<file path="src/rtl/adder_arb_pkg.sv">
// Shared types and sizing helpers for the adder_arbiter block.
// ADDER_ARB_FIXED_PRIO_EN (optional) selects fixed-priority arbitration.
package adder_arb_pkg;

    typedef enum logic [1:0] {
        IDLE = 2'd0,
        EXEC = 2'd1,
        RESP = 2'd2
    } state_e;

    localparam int NREQ_DEF  = 4;
    localparam int WIDTH_DEF = 2;

    // Index width for a requester vector; never narrower than one bit.
    function automatic int idx_w(input int n);
        return (n <= 1) ? 1 : $clog2(n);
    endfunction

endpackage

</file>
<file path="src/rtl/adder_arb_rr_pick.sv">
// Combinational winner picker: round-robin from ptr, or lowest index first
// when ADDER_ARB_FIXED_PRIO_EN is defined.
module adder_arb_rr_pick
    import adder_arb_pkg::*;
#(
    parameter int NREQ = NREQ_DEF,
    parameter int IW   = idx_w(NREQ_DEF)
) (
    input  logic [NREQ-1:0] req_masked,
    input  logic [IW-1:0]   ptr,
    output logic [NREQ-1:0] onehot,
    output logic [IW-1:0]   idx,
    output logic            found
);

    logic [IW-1:0] cand_s;

`ifdef ADDER_ARB_FIXED_PRIO_EN
    logic unused_ptr_s;
    assign unused_ptr_s = ^ptr;
`endif

    // First requesting candidate in search order wins.
    always_comb begin
        onehot = '0;
        idx    = '0;
        found  = 1'b0;
        cand_s = '0;
        for (int i = 0; i < NREQ; i++) begin
`ifdef ADDER_ARB_FIXED_PRIO_EN
            cand_s = IW'(i);
`else
            cand_s = IW'((int'(ptr) + i) % NREQ);
`endif
            if (!found && req_masked[cand_s]) begin
                found          = 1'b1;
                onehot[cand_s] = 1'b1;
                idx            = cand_s;
            end else begin
                found = found;
            end
        end
    end

endmodule

</file>
<file path="src/rtl/adder_arbiter.sv">
// Arbiter/sequencer sharing one combinational adder among NREQ requesters.
// ADDER_ARB_FIXED_PRIO_EN (optional) replaces round-robin with fixed priority.
module adder_arbiter
    import adder_arb_pkg::*;
#(
    parameter int NREQ  = NREQ_DEF,
    parameter int WIDTH = WIDTH_DEF
) (
    input  logic                        clk,
    input  logic                        rst_n,
    input  logic [NREQ-1:0]             req,
    input  logic [NREQ-1:0][WIDTH-1:0]  a_i,
    input  logic [NREQ-1:0][WIDTH-1:0]  b_i,
    input  logic [NREQ-1:0]             cin_i,
    output logic [NREQ-1:0]             gnt,
    output logic [NREQ-1:0]             done,
    output logic [WIDTH-1:0]            sum_o,
    output logic                        cout_o,
    output logic                        busy,
    output logic [WIDTH-1:0]            add_a,
    output logic [WIDTH-1:0]            add_b,
    output logic                        add_cin,
    input  logic [WIDTH-1:0]            add_sum,
    input  logic                        add_cout
);

    localparam int IW = idx_w(NREQ);

    state_e            state_r, next_s;
    logic [WIDTH-1:0]  a_r, b_r;
    logic              cin_r;
    logic [NREQ-1:0]   gnt_r, done_r, mask_r;
    logic [WIDTH-1:0]  sum_r;
    logic              cout_r, busy_r;
    logic [IW-1:0]     ptr_s;

    logic [NREQ-1:0]   pick_onehot_s;
    logic [IW-1:0]     pick_idx_s;
    logic              pick_found_s;
    logic              take_s;
    logic [NREQ-1:0]   gnt_d_s, done_d_s;
    logic              busy_d_s;

    adder_arb_rr_pick #(
        .NREQ (NREQ),
        .IW   (IW)
    ) u_pick (
        .req_masked (req & ~mask_r),
        .ptr        (ptr_s),
        .onehot     (pick_onehot_s),
        .idx        (pick_idx_s),
        .found      (pick_found_s)
    );

    assign take_s = (state_r == IDLE) && pick_found_s;

    // FSM state register.
    always_ff @(posedge clk or negedge rst_n) begin
        if (!rst_n) begin
            state_r <= IDLE;
        end else begin
            state_r <= next_s;
        end
    end

    // FSM next-state logic: one transaction is always IDLE -> EXEC -> RESP.
    always_comb begin
        next_s = state_r;
        case (state_r)
            IDLE:    next_s = pick_found_s ? EXEC : IDLE;
            EXEC:    next_s = RESP;
            RESP:    next_s = IDLE;
            default: next_s = IDLE;
        endcase
    end

    // FSM output decode: adder drive plus next values of registered outputs.
    always_comb begin
        add_a    = '0;
        add_b    = '0;
        add_cin  = 1'b0;
        gnt_d_s  = '0;
        done_d_s = '0;
        case (state_r)
            IDLE: begin
                if (pick_found_s) begin
                    gnt_d_s = pick_onehot_s;
                end else begin
                    gnt_d_s = '0;
                end
            end
            EXEC: begin
                add_a    = a_r;
                add_b    = b_r;
                add_cin  = cin_r;
                done_d_s = gnt_r;
            end
            RESP: begin
                done_d_s = '0;
            end
            default: begin
                gnt_d_s  = '0;
                done_d_s = '0;
            end
        endcase
        busy_d_s = (next_s != IDLE);
    end

    // Output registers, operand latch and result capture.
    always_ff @(posedge clk or negedge rst_n) begin
        if (!rst_n) begin
            gnt_r  <= '0;
            done_r <= '0;
            busy_r <= 1'b0;
            mask_r <= '0;
            a_r    <= '0;
            b_r    <= '0;
            cin_r  <= 1'b0;
            sum_r  <= '0;
            cout_r <= 1'b0;
        end else begin
            gnt_r  <= gnt_d_s;
            done_r <= done_d_s;
            busy_r <= busy_d_s;
            // done is only set in RESP, so this masks exactly the next IDLE cycle
            mask_r <= done_r;
            if (take_s) begin
                a_r   <= a_i[pick_idx_s];
                b_r   <= b_i[pick_idx_s];
                cin_r <= cin_i[pick_idx_s];
            end else begin
                a_r   <= a_r;
                b_r   <= b_r;
                cin_r <= cin_r;
            end
            if (state_r == EXEC) begin
                sum_r  <= add_sum;
                cout_r <= add_cout;
            end else begin
                sum_r  <= sum_r;
                cout_r <= cout_r;
            end
        end
    end

`ifdef ADDER_ARB_FIXED_PRIO_EN
    assign ptr_s = '0;
`else
    logic [IW-1:0] ptr_r;

    // Round-robin pointer: index just after the last winner.
    always_ff @(posedge clk or negedge rst_n) begin
        if (!rst_n) begin
            ptr_r <= '0;
        end else if (take_s) begin
            if (int'(pick_idx_s) == NREQ - 1) begin
                ptr_r <= '0;
            end else begin
                ptr_r <= pick_idx_s + IW'(1'b1);
            end
        end else begin
            ptr_r <= ptr_r;
        end
    end

    assign ptr_s = ptr_r;
`endif

    assign gnt    = gnt_r;
    assign done   = done_r;
    assign busy   = busy_r;
    assign sum_o  = sum_r;
    assign cout_o = cout_r;

endmodule

</file>
<file path="config.mk">
export PLATFORM = sky130hd
export DESIGN_NAME = adder_arbiter
export DESIGN_NICKNAME = d
export VERILOG_FILES = /design/src/rtl/adder_arb_pkg.sv /design/src/rtl/adder_arb_rr_pick.sv /design/src/rtl/adder_arbiter.sv
export SDC_FILE = /design/constraint.sdc
export NUM_CORES = 1
export LEC_CHECK = 0
export ABC_AREA = 1
export CAP_MARGIN = 15
export CORE_AREA = 2 2 78 80
export CTS_CLUSTER_SIZE = 30
export DETAILED_ROUTE_END_ITERATION = 7
export DIE_AREA = 0 0 80 82
export SYNTH_ARGS = -nofsm -noshare
export SYNTH_HDL_FRONTEND = slang
export SYNTH_SLANG_ARGS = --single-unit
export TNS_END_PERCENT = 20
</file>
<file path="constraint.sdc">
create_clock -name clk -period 6.6 [get_ports clk]
set_clock_uncertainty 0.1 [all_clocks]
set_input_delay 1.32 -clock clk [delete_from_list [all_inputs] [get_ports clk]]
set_output_delay 1.32 -clock clk [all_outputs]
set_load 0.005 [all_outputs]
</file>
; Yosys cells after proc, flatten, opt, wreduce, memory -nomap -nowiden
; Index checks and enable logic that the tools add are counted.
[classes]
reduce_logical = 13
bitwise = 5
multipliers = 0
div = 0
shift = 0
muxes = 43
add_sub_neg = 4
n_lt_le_gt_ge = 9
n_eq_ne = 2
[ops]
columns = operator, n
row1 = $mux 4, 7
row2 = $mux 2, 9
row3 = $lt 2x3->1 const B, 5
row4 = $mux 1, 15
row5 = $or 4x4->4, 3
row6 = $bmux 1 s2, 5
row7 = $bmux 2 s2, 2
row8 = $demux 1 s2, 4
row9 = $ge 2x1->1 const B, 4
row10 = $logic_and 1x1->1, 8
row11 = $add 2x1->2 const B, 2
row12 = $add 2x2->2 const B, 2
row13 = $and 4x4->4, 1
row14 = $eq 2x1->1 const B, 2
row15 = $not 4->4, 1
row16 = $pmux 2 s2, 1
row17 = $logic_not 1->1, 3
row18 = $logic_not 2->1, 1
row19 = $reduce_bool 2->1, 1
[word_totals]
mem_bits_rw = 0
regBits = 25
input_bits = 29
word_cells = 87
mem_count = 0
output_inout_bits = 17
romBits = 0
latchBits = 0

; Logic depth before layout (Yosys ltp)
; Gate-level depths: netlist (run 1).
[logic_depth]
ltp_word = 17
mapped_depth = 17
depth_no_buf = 15

; Hierarchy
; A second synthesis (run 1) with hierarchy kept.
[hier_totals]
cells_unflattened = 232
area_unflattened_um2 = 1616.6
[modules_own_cells]
columns = module, n_inst, cells_each, seq_area_each_um2, area_each_um2
row1 = adder_arbiter, 1, 158, 625.6, 1176.1
row2 = adder_arb_rr_pick, 1, 74, 0.0, 440.4

; Least setup slack after synthesis (run 1)
; No wires, ideal clock.
[synth_path]
path_kind = in2reg
from = in req[2]
to = reg a_r[0]
path_slack_ps = 4057
t_arrival_ps = 2326
stages = 13
required_ps = 6383
n_path_buf = 1
setup_ps = 117
cell_sequence = nand3_1 nand3_2 nand2_4 nand4_1 nand2_2 nand2_2 buf_6 nand2_1 nand2_1 nand2_1 nand2_1 nand2_1 nand2_1
[synth_between]
elab_chain_cells = 15
elab_cells_between_ends = 26
classes_between = mux (18) / bitwise (1) / reduce/logical (7)
[synth_lines]
columns = element, line_no
row1 = from (decl), adder_arbiter.sv:11  ; input logic [NREQ-1:0] req,
row2 = $and 4x4->4 *, adder_arbiter.sv:48  ; .req_masked (req & ~mask_r),
row3 = $bmux 1 s2, adder_arb_rr_pick.sv:35  ; if (!found && req_masked[cand_s]) begin
row4 = $mux 1 (implied by the code), adder_arb_rr_pick.sv:35
row5 = $mux 1, adder_arb_rr_pick.sv:35
row6 = $logic_not 1->1, adder_arb_rr_pick.sv:35
row7 = $logic_and 1x1->1, adder_arb_rr_pick.sv:35
row8 = $mux 1, adder_arb_rr_pick.sv:35
row9 = $logic_not 1->1, adder_arb_rr_pick.sv:35
row10 = $logic_and 1x1->1, adder_arb_rr_pick.sv:35
row11 = $mux 1, adder_arb_rr_pick.sv:35
row12 = $logic_not 1->1, adder_arb_rr_pick.sv:35
row13 = $logic_and 1x1->1, adder_arb_rr_pick.sv:35
row14 = $mux 2, adder_arb_rr_pick.sv:35
row15 = $bmux 2 s2, adder_arbiter.sv:128  ; a_r <= a_i[pick_idx_s];
row16 = $mux 2 (implied by the code), adder_arbiter.sv:128
row17 = to (signal assigned), adder_arbiter.sv:128
row18 = to (signal assigned), adder_arbiter.sv:132  ; a_r <= a_r;
row19 = to (decl), adder_arbiter.sv:30  ; logic [WIDTH-1:0] a_r, b_r;
; Mark *: on every way between the ends. The rest lies on a longest branch, timed or not. The select of a mux whose other input is x is not followed.
; A chain may end at the register's enable or synchronous reset.

; Worst setup path after layout (run 1)
[layout_path]
from = reg state_r[1]
to = out add_a[1]
[layout_between]
elab_chain_cells = 2
[layout_lines]
columns = element, line_no
row1 = from (decl), adder_arbiter.sv:29  ; state_e state_r, next_s;
row2 = from (signal assigned), adder_arbiter.sv:62  ; state_r <= next_s;
row3 = $eq 2x1->1, adder_arbiter.sv:84  ; case (state_r)
row4 = $mux 2, adder_arbiter.sv:84
row5 = to (decl), adder_arbiter.sv:20  ; output logic [WIDTH-1:0] add_a,
; Every way passes these cells.

==> reports/summary.txt, run 1 <==
Global Route met2 Usage - 18.4%
mapped cell area - 1620 um^2
Final period util - 50.4%
area post-placement - 2120 um^2
gr ovfl total - 0
largest net degree at the start of global routing - 26
min Tclk post-route - 3320 ps
RSZ-0062 raised after global routing - false
global route hottest layer - met2
Min-Delay Path Depth - 0
starting density of the core - 28.3%
Post-DRT Antenna Nets - 0
Final Hold Fails - 0
CTS Sinks - 25
setup violators final - 0
mux contribution to synthesized area - 0%
P per Cell Area - 486 nW/um^2
H-Tree Depth - 1
Setup crit start - state_r[1]
filler cell count in the final layout - 602
Hold Buf Count CTS - 0
status - complete, no violations
Synth Instances - 219
CTS tree - yes
Max Slew Vio Count - 0
Reg2Reg Launch Point - ptr_r[0]
average size of a mapped cell - 7.42 um^2
routed vias/inst - 4.29
first-pass GRT wire length - 5950 um
# Post-CTS Setup Buffers - 0
Die ar. - 6560 um^2
Clk pin slew, worst setup/hold paths - 80 ps
GR Util met1 - 15.8%
vias - 1451
1st-iter DRT viols - 106
antenna violations before repair - 0
Synth cell types - 26
Worst-Margin Slew - 792 ps
hold_sp - done[3]
Core Area - 5750 um^2
largest family of logic cells by synthesized area - simple AND/OR/NAND/NOR gates
top post-synthesis cells by area - dfrtp_1 39%, nand2_1 16%, inv_1 7.4%
Initial DRT Pass Iterations - 4
xor/xnor cell area share of the yosys netlist - 0%
synth warn - 0
data arrival time of the worst path - 1900 ps
NumNets Final - 300
detailed-route wire length - 3590 um
Die Ht - 82 um
CTS max path bufs - 2
gr usage total - 11.3%
crit path capture type - primary output
total power - 1.06 mW
Post-route DRC - 0
Setup TNS Final - 0 ps
WL/cell - 10.6 um
vias in the first global route - 1346
Hold Crit Class - reg2reg
FMAX - 301 MHz
FF+latch count, synth - 25
Ant. Diodes - 0
worst path required time - 5180 ps
net count after synthesis - 255
Gates resized, CTS repair - 0
Clock Latency Late Sink - 260 ps
cell taking the most area after synthesis - dfrtp_1
hpwl dp - 2840 um
Crit Path Class - reg2out
MaxCap Viol Count - 0
post-synthesis compound-gate area fraction - 5.47%
fraction of the yosys area taken by sequential cells - 38.5%
Root Buffer - clkbuf_8
top cell type's share of synthesized area - 38.5%
Port Buffers - 45
Peak VDD IR - 160 uV
Layout Cells excl Fill - 338
Cells after DPL - 333
I/O pin count - 46
Leakage - 1.09 nW
CP max FO - 13
die width - 80 um
gpl congestion - 0.818
simple logic cell fraction of the synthesized area - 39.1%
share of layout cells above drive strength 1 - 11.8%
FP Rows - 28
adder-cell area share of the yosys netlist - 5.39%
Area growth, synth to finish - 34.6%
r2r worst-path depth - 10
crit start category - flip-flop
cts bufs inserted - 3
fin area - 2190 um^2
met3 GRT Util - 1.98%
Slew Limit Headroom - 46.9%
==> registers in the layout, summed over array words and instances, names as in the netlist <==
register,cells
sum_o,2
cin_r,1
a_r,2
busy,1
done,4
mask_r,4
gnt,4
ptr_r,2
b_r,2
cout_o,1
state_r,2
==> final cells by class <==
| type | count | area, um^2 | area share (%) |
|---|---|---|---|
| Multi-Input combinational cell | 152 | 812 | 37.1 |
| Sequential cell | 25 | 626 | 28.6 |
| Timing Repair Buffer | 46 | 465 | 21.3 |
| Inverter | 36 | 140 | 6.41 |
| Tap cell | 75 | 93.8 | 4.29 |
| Clock buffer | 3 | 41.3 | 1.89 |
| Clock inverter | 1 | 7.51 | 0.343 |
==> Yosys cell counts (all sizes together) <==
library cell  number
a221oi             1
o221ai             1
ha                 7
buf                5
nand4              3
o22ai              1
nand3             34
o21ai              3
nand2             77
inv               36
a21oi              7
o21a               1
o211ai             1
nor2              16
clkbuf             1
dfrtp             25
==> metrics by stage <==
step	setup slack, ps	hold slack, ps	util [%]
floorplan	4060	276	-
global route	3050	297	38.0
finish	3280	282	38.0
detailed placement	3020	271	36.9
CTS	3230	287	37.8
global placement	3090	268	36.9
==> cells by family after synthesis <==
| group | Yosys count |
|---|---|
| AOI/OAI and AO/OA | 15 |
| and+or+nand+nor | 130 |
| buffers and inverters | 42 |
| DFF | 25 |
| adders and majority gates | 7 |
==> critical path, stage by stage (launching register included) <==
cell and delay, ps:
dfrtp_1 380, nor2_1 270, inv_1 280, nor2_1 180
clkdlybuf4s50_1 530
==> power by group <==
group	total [mW]	internal (mW)	leakage, nW	switching [mW]
clock network	0.0893	0.0427	0.0217	0.0466
registers	0.261	0.211	0.324	0.0496
logic	0.712	0.270	0.742	0.442
total	1.06	0.524	1.09	0.538
==> final timing paths <==
kind                                  end  slack (ps)
worst max-delay path             add_a[1]        3280
worst min-delay path            mask_r[3]         280
worst max register to register   ptr_r[1]        3680
worst min register to register  mask_r[3]         280
max in group asynchronous        sum_o[0]        4830
min in group asynchronous       mask_r[3]        1160
==> layer usage <==
| layer | routed length, um | share of wire (%) | vias to the layer above |
|---|---|---|---|
| met4 | 16 | 0.45 | 0 |
| met1 | 1760 | 49 | 632 |
| met5 | 0 | 0 | - |
| met2 | 1630 | 45 | 48 |
| li1 | - | - | 769 |
| met3 | 185 | 5.2 | 2 |
==> cell usage in the layout, fill, tap and decap left out, drive strengths merged <==
cell,instances
nor2,16
o211ai,1
buf,1
nand2,77
o21ai,3
inv,36
a221oi,1
o22ai,1
ha,7
o221ai,1
nand4,3
o21a,1
clkbuf,3
nand3,34
a21oi,7
clkinvlp,1
dfrtp,25
clkdlybuf4s50,45
No activity file was read; power rests on OpenSTA's default activity.
==> run 2, diff against run 1 <==
==> constraint.sdc (replaced) <==
create_clock -name clk -period 3.1 [get_ports clk]
set_clock_uncertainty 0.1 [all_clocks]
set_input_delay 0.62 -clock clk [delete_from_list [all_inputs] [get_ports clk]]
set_output_delay 0.62 -clock clk [all_outputs]
set_load 0.005 [all_outputs]
==> run 2 against run 1 <==
Effect of this change: sequential share of layout area down 0.15 points; count of clock-buffer cells in the layout rose by 1; die area did not move; flip-flop and latch count did not move; critical endpoint unchanged.
==> reports/summary.txt, run 2 (synthesized netlist as in run 1, its figures left out) <==
CTS tree - yes
vias in the first global route - 1455 (+8.1%)
Layout Cells excl Fill - 341 (+0.89%)
Gates resized, CTS repair - 0 (unchanged)
Logic pwr share - 69.5% (+2.5 points)
Hold Crit Class - reg2reg
Die ar. - 6560 um^2 (unchanged)
RSZ-0062 raised after global routing - false
Hold Buf Count CTS - 0 (unchanged)
Slew Limit Headroom - 74.3% (+27 points)
share of layout cells above drive strength 1 - 12.4% (+0.62 points)
most frequent cells in the layout - 68 x nand2_1, 45 x clkdlybuf4s50_1, 32 x inv_1
MaxCap Viol Count - 0 (unchanged)
H-Tree Depth - 1 (unchanged)
worst path required time - 2380 ps (-2800 ps)
CTS Sinks - 25 (unchanged)
detailed-route wire length - 3770 um (+4.8%)
setup violators final - 0 (unchanged)
fin area - 2200 um^2 (+0.52%)
Seq pwr share - 22.4% (-2.2 points)
Clock Latency Late Sink - 260 ps (about the same)
Peak VDD IR - 356 uV (+120%)
sw power - 1.15 mW (+110%)
Root Buffer - clkbuf_8
vias - 1473 (+1.5%)
die width - 80 um (unchanged)
Die Ht - 82 um (unchanged)
WL/cell - 11.0 um (+3.9%)
routed vias/inst - 4.32 (+0.62%)
P per Cell Area - 1040 nW/um^2 (+110%)
cts bufs inserted - 3 (unchanged)
Core Area - 5750 um^2 (unchanged)
starting density of the core - 28.3% (unchanged)
hold_sp - done[2]
Initial DRT Pass Iterations - 4 (unchanged)
CTS max path bufs - 2 (unchanged)
gr ovfl total - 0 (unchanged)
1st-iter DRT viols - 65 (-39%)
Final Hold Fails - 0 (unchanged)
status - complete, no violations
Worst-Margin Slew - 385 ps (-407 ps)
Cells after DPL - 337 (+1.2%)
FMAX - 374 MHz
Post-route DRC - 0 (unchanged)
gpl congestion - 0.776 (-5.1%)
min Tclk post-route - 2680 ps
Post-DRT Antenna Nets - 0 (unchanged)
area post-placement - 2150 um^2 (+1.4%)
WHS Endpoint - mask_r[2]
CP max FO - 13 (unchanged)
Clk pin slew, worst setup/hold paths - 90 ps (about the same)
most common cell after layout, fill and taps aside - nand2_1
# Post-CTS Setup Buffers - 0 (unchanged)
Port Buffers - 45 (unchanged)
Clk network pwr share - 8.2% (-0.2 points)
Worst R2R Setup Slack - 730 ps (-2950 ps)
Max Slew Vio Count - 0 (unchanged)
crit start category - flip-flop
Sw Ratio - 50.1% (-0.58 points)
Final period util - 86.3%
NumNets Final - 303 (+1.0%)
first-pass GRT wire length - 6380 um (+7.1%)
Min-Delay Path Depth - 0 (unchanged)
Area growth, synth to finish - 35.3%
FP Rows - 28 (unchanged)
Reg2Reg Launch Point - ptr_r[1]
Ant. Diodes - 0 (unchanged)
r2r worst-path depth - 14 (+4)
data arrival time of the worst path - 1960 ps (+60 ps)
I/O pin count - 46 (unchanged)
gr usage total - 12.2% (+0.82 points)
Setup TNS Final - 0 ps (unchanged)
crit path capture type - primary output
Leakage - 1.10 nW (+1.2%)
antenna violations before repair - 0 (unchanged)
total internal power - 1.15 mW (+120%)
largest net degree at the start of global routing - 26 (unchanged)
Crit Path Class - reg2out
hpwl dp - 2910 um (+2.4%)
reg2reg end - cin_r
run 2: power groups by stage:
stage                     Combinational, mW  Sequential (mW)  Clock, mW
after global routing                   1.81            0.529      0.208
after detailed placement               1.61            0.518          0
after floorplan                        1.18            0.528          0
final                                  1.59            0.513      0.188
after global placement                 1.59            0.517          0
after CTS                              1.62            0.513      0.196
run 2: metrics by stage:
stage                     power [mW]  util, %  hold slack (ps)  setup slack, ps
after global placement          2.11     37.5              269              480
after CTS                       2.32     38.2              291              412
after detailed placement        2.13     37.5              271              429
after global routing            2.55     38.2              303              262
final                           2.29     38.2              288              425
after floorplan                 1.71        -              224              944
run 2: cell type report:
cell class	instances	area, um^2
Tap cell	75	93.8
Inverter	36	140
Fill cell	608	3550
Clock buffer	4	45.0
Sequential cell	25	626
Multi-Input combinational cell	152	812
Timing Repair Buffer	49	480
run 2: worst max path at each step:
stage,from,to,slack (ps)
finish,state_r[1],add_a[1],420
global route,state_r[1],add_a[1],260
CTS,state_r[1],add_a[1],410
detailed placement,req[2],cin_r,430
global placement,req[2],cin_r,480
floorplan,ptr_r[1],a_r[0],940
run 2: routing by layer:
metal,up-vias,part of all wire [%],global-route usage (%)
met1,656,49,16.3
met4,0,0.66,3.05
met3,2,5.4,1.54
met5,-,0,0
li1,772,-,-
met2,43,45,20.8
run 2: critical path: stages (launching register included):
cell and delay [ps]:
dfrtp_1 380, nor2_1 290, inv_1 280, nor2_1 200, clkdlybuf4s50_1 530
==> run 3, diff against run 2 <==
--- a/config.mk
+++ b/config.mk
@@ -11,6 +11,7 @@
 export CTS_CLUSTER_SIZE = 30
 export DETAILED_ROUTE_END_ITERATION = 7
 export DIE_AREA = 0 0 80 82
+export REMOVE_ABC_BUFFERS = 1
 export SYNTH_ARGS = -nofsm -noshare
 export SYNTH_HDL_FRONTEND = slang
 export SYNTH_SLANG_ARGS = --single-unit
==> run 3 against run 2 <==
Effect of this change: critical path depth unchanged; fmax increased by 1.6%; sequential power increased by 0.8%; largest cell class unchanged; largest power group unchanged; highest routed layer is now met3.
==> reports/summary.txt, run 3 (synthesized netlist as in run 1, its figures left out) <==
Setup TNS Final - 0 ps (unchanged)
cts bufs inserted - 3 (unchanged)
Port Buffers - 45 (unchanged)
Clock Latency Late Sink - 260 ps (about the same)
Cells after DPL - 337 (unchanged)
Clk pin slew, worst setup/hold paths - 80 ps (about the same)
Post-route DRC - 0 (unchanged)
Die Ht - 82 um (unchanged)
Layout Cells excl Fill - 341 (unchanged)
Leakage - 1.10 nW (about the same)
CP max FO - 13 (unchanged)
die width - 80 um (unchanged)
RSZ-0062 raised after global routing - false
most frequent CP cell - nor2_1
max incr delay on CP - 530 ps (about the same)
Core Area - 5750 um^2 (unchanged)
Peak VDD IR - 302 uV (-15%)
critical path, cell by cell - nor2_1 > inv_1 > nor2_1 > clkdlybuf4s50_1
CTS max path bufs - 2 (unchanged)
I/O pin count - 46 (unchanged)
Worst-Margin Slew - 392 ps (+6.95 ps)
data arrival time of the worst path - 1910 ps (-50 ps)
Die ar. - 6560 um^2 (unchanged)
Ant. Diodes - 0 (unchanged)
Final Hold Fails - 0 (unchanged)
most common cell after layout, fill and taps aside - nand2_1
most frequent cells in the layout - 68 x nand2_1, 45 x clkdlybuf4s50_1, 32 x inv_1
detailed-route wire length - 3700 um (-1.8%)
Initial DRT Pass Iterations - 4 (unchanged)
crit path capture type - primary output
H-Tree Depth - 1 (unchanged)
Post-DRT Antenna Nets - 0 (unchanged)
routed vias/inst - 4.36 (+0.88%)
crit start category - flip-flop
NumNets Final - 303 (unchanged)
share of layout cells above drive strength 1 - 12.8% (+0.38 points)
Final period util - 84.9% (-1.4 points)
Max Slew Vio Count - 0 (unchanged)
Crit Path Class - reg2out
WL/cell - 10.8 um (-1.8%)
CTS Sinks - 25 (unchanged)
starting density of the core - 28.3% (unchanged)
first-pass GRT wire length - 6410 um (+0.55%)
hpwl dp - 2980 um (+2.3%)
FP Rows - 28 (unchanged)
vias in the first global route - 1478 (+1.6%)
Hold Buf Count CTS - 0 (unchanged)
Hold Crit Class - reg2reg
# Post-CTS Setup Buffers - 0 (unchanged)
CTS tree - yes
status - complete, no violations
1st-iter DRT viols - 107 (+65%)
worst path required time - 2380 ps (about the same)
P per Cell Area - 1040 nW/um^2 (-0.34%)
gr usage total - 12.2% (unchanged)
gr ovfl total - 0 (unchanged)
setup violators final - 0 (unchanged)
hold_ws - 284 ps (-3.64 ps)
min Tclk post-route - 2630 ps (-42.2 ps)
Max stage delay cell, worst path - clkdlybuf4s50_1
MaxCap Viol Count - 0 (unchanged)
vias - 1486 (+0.88%)
antenna violations before repair - 0 (unchanged)
gpl congestion - 0.871 (+12%)
Root Buffer - clkbuf_8
Slew Limit Headroom - 73.8% (-0.46 points)
largest net degree at the start of global routing - 26 (unchanged)
Gates resized, CTS repair - 0 (unchanged)
Area growth, synth to finish - 35.5%
final core occ - 38.3% (+0.065 points)
FMAX - 380 MHz (+1.6%)
==> run 3: worst paths after layout <==
path	start	to	slack [ps]	depth (start not counted)
max	state_r[1]	add_cin	470	4
min	done[0]	mask_r[0]	280	0
max reg2reg	ptr_r[0]	a_r[0]	650	14
min reg2reg	done[0]	mask_r[0]	280	0
max in group asynchronous	rst_n	sum_o[0]	2040	2
min in group asynchronous	rst_n	mask_r[2]	610	2
==> run 3: worst max-delay path, delay by kind of cell (launching register included) <==
| kind | cells | cell delay, ps |
|---|---|---|
| simple gates | 2 | 450 |
| flops | 1 | 390 |
| buf+inv | 2 | 810 |
==> run 3: metrics by stage <==
| stage | setup slack (ps) | power (mW) | cell area [um^2] |
|---|---|---|---|
| floorplan | 583 | 1.62 | 1580 |
| global placement | 474 | 2.12 | 2150 |
| detailed placement | 444 | 2.12 | 2150 |
| global route | 293 | 2.58 | 2200 |
| CTS | 420 | 2.32 | 2200 |
| finish | 467 | 2.29 | 2200 |
==> run 3: per-layer routing <==
layer	GRT usage [%]	wire (um)	up-vias	share of wire, %
met1	16.4	1830	666	50
met2	19.8	1610	43	43
li1	-	-	777	-
met5	0	0	-	0
met3	4.07	255	0	6.9
met4	1.02	0	0	0
==> run 3: final cells by class <==
class	instances	area [um^2]
Tap cell	75	93.8
Timing Repair Buffer	49	480
Sequential cell	25	626
Multi-Input combinational cell	152	812
Inverter	36	140
Clock inverter	1	7.51
Clock buffer	3	41.3
Fill cell	625	3540
==> run 3: report_power, final <==
group	total [mW]	internal (mW)	switching, mW
Combinational	1.58	0.604	0.980
Clock	0.189	0.0908	0.0984
Sequential	0.517	0.450	0.0664
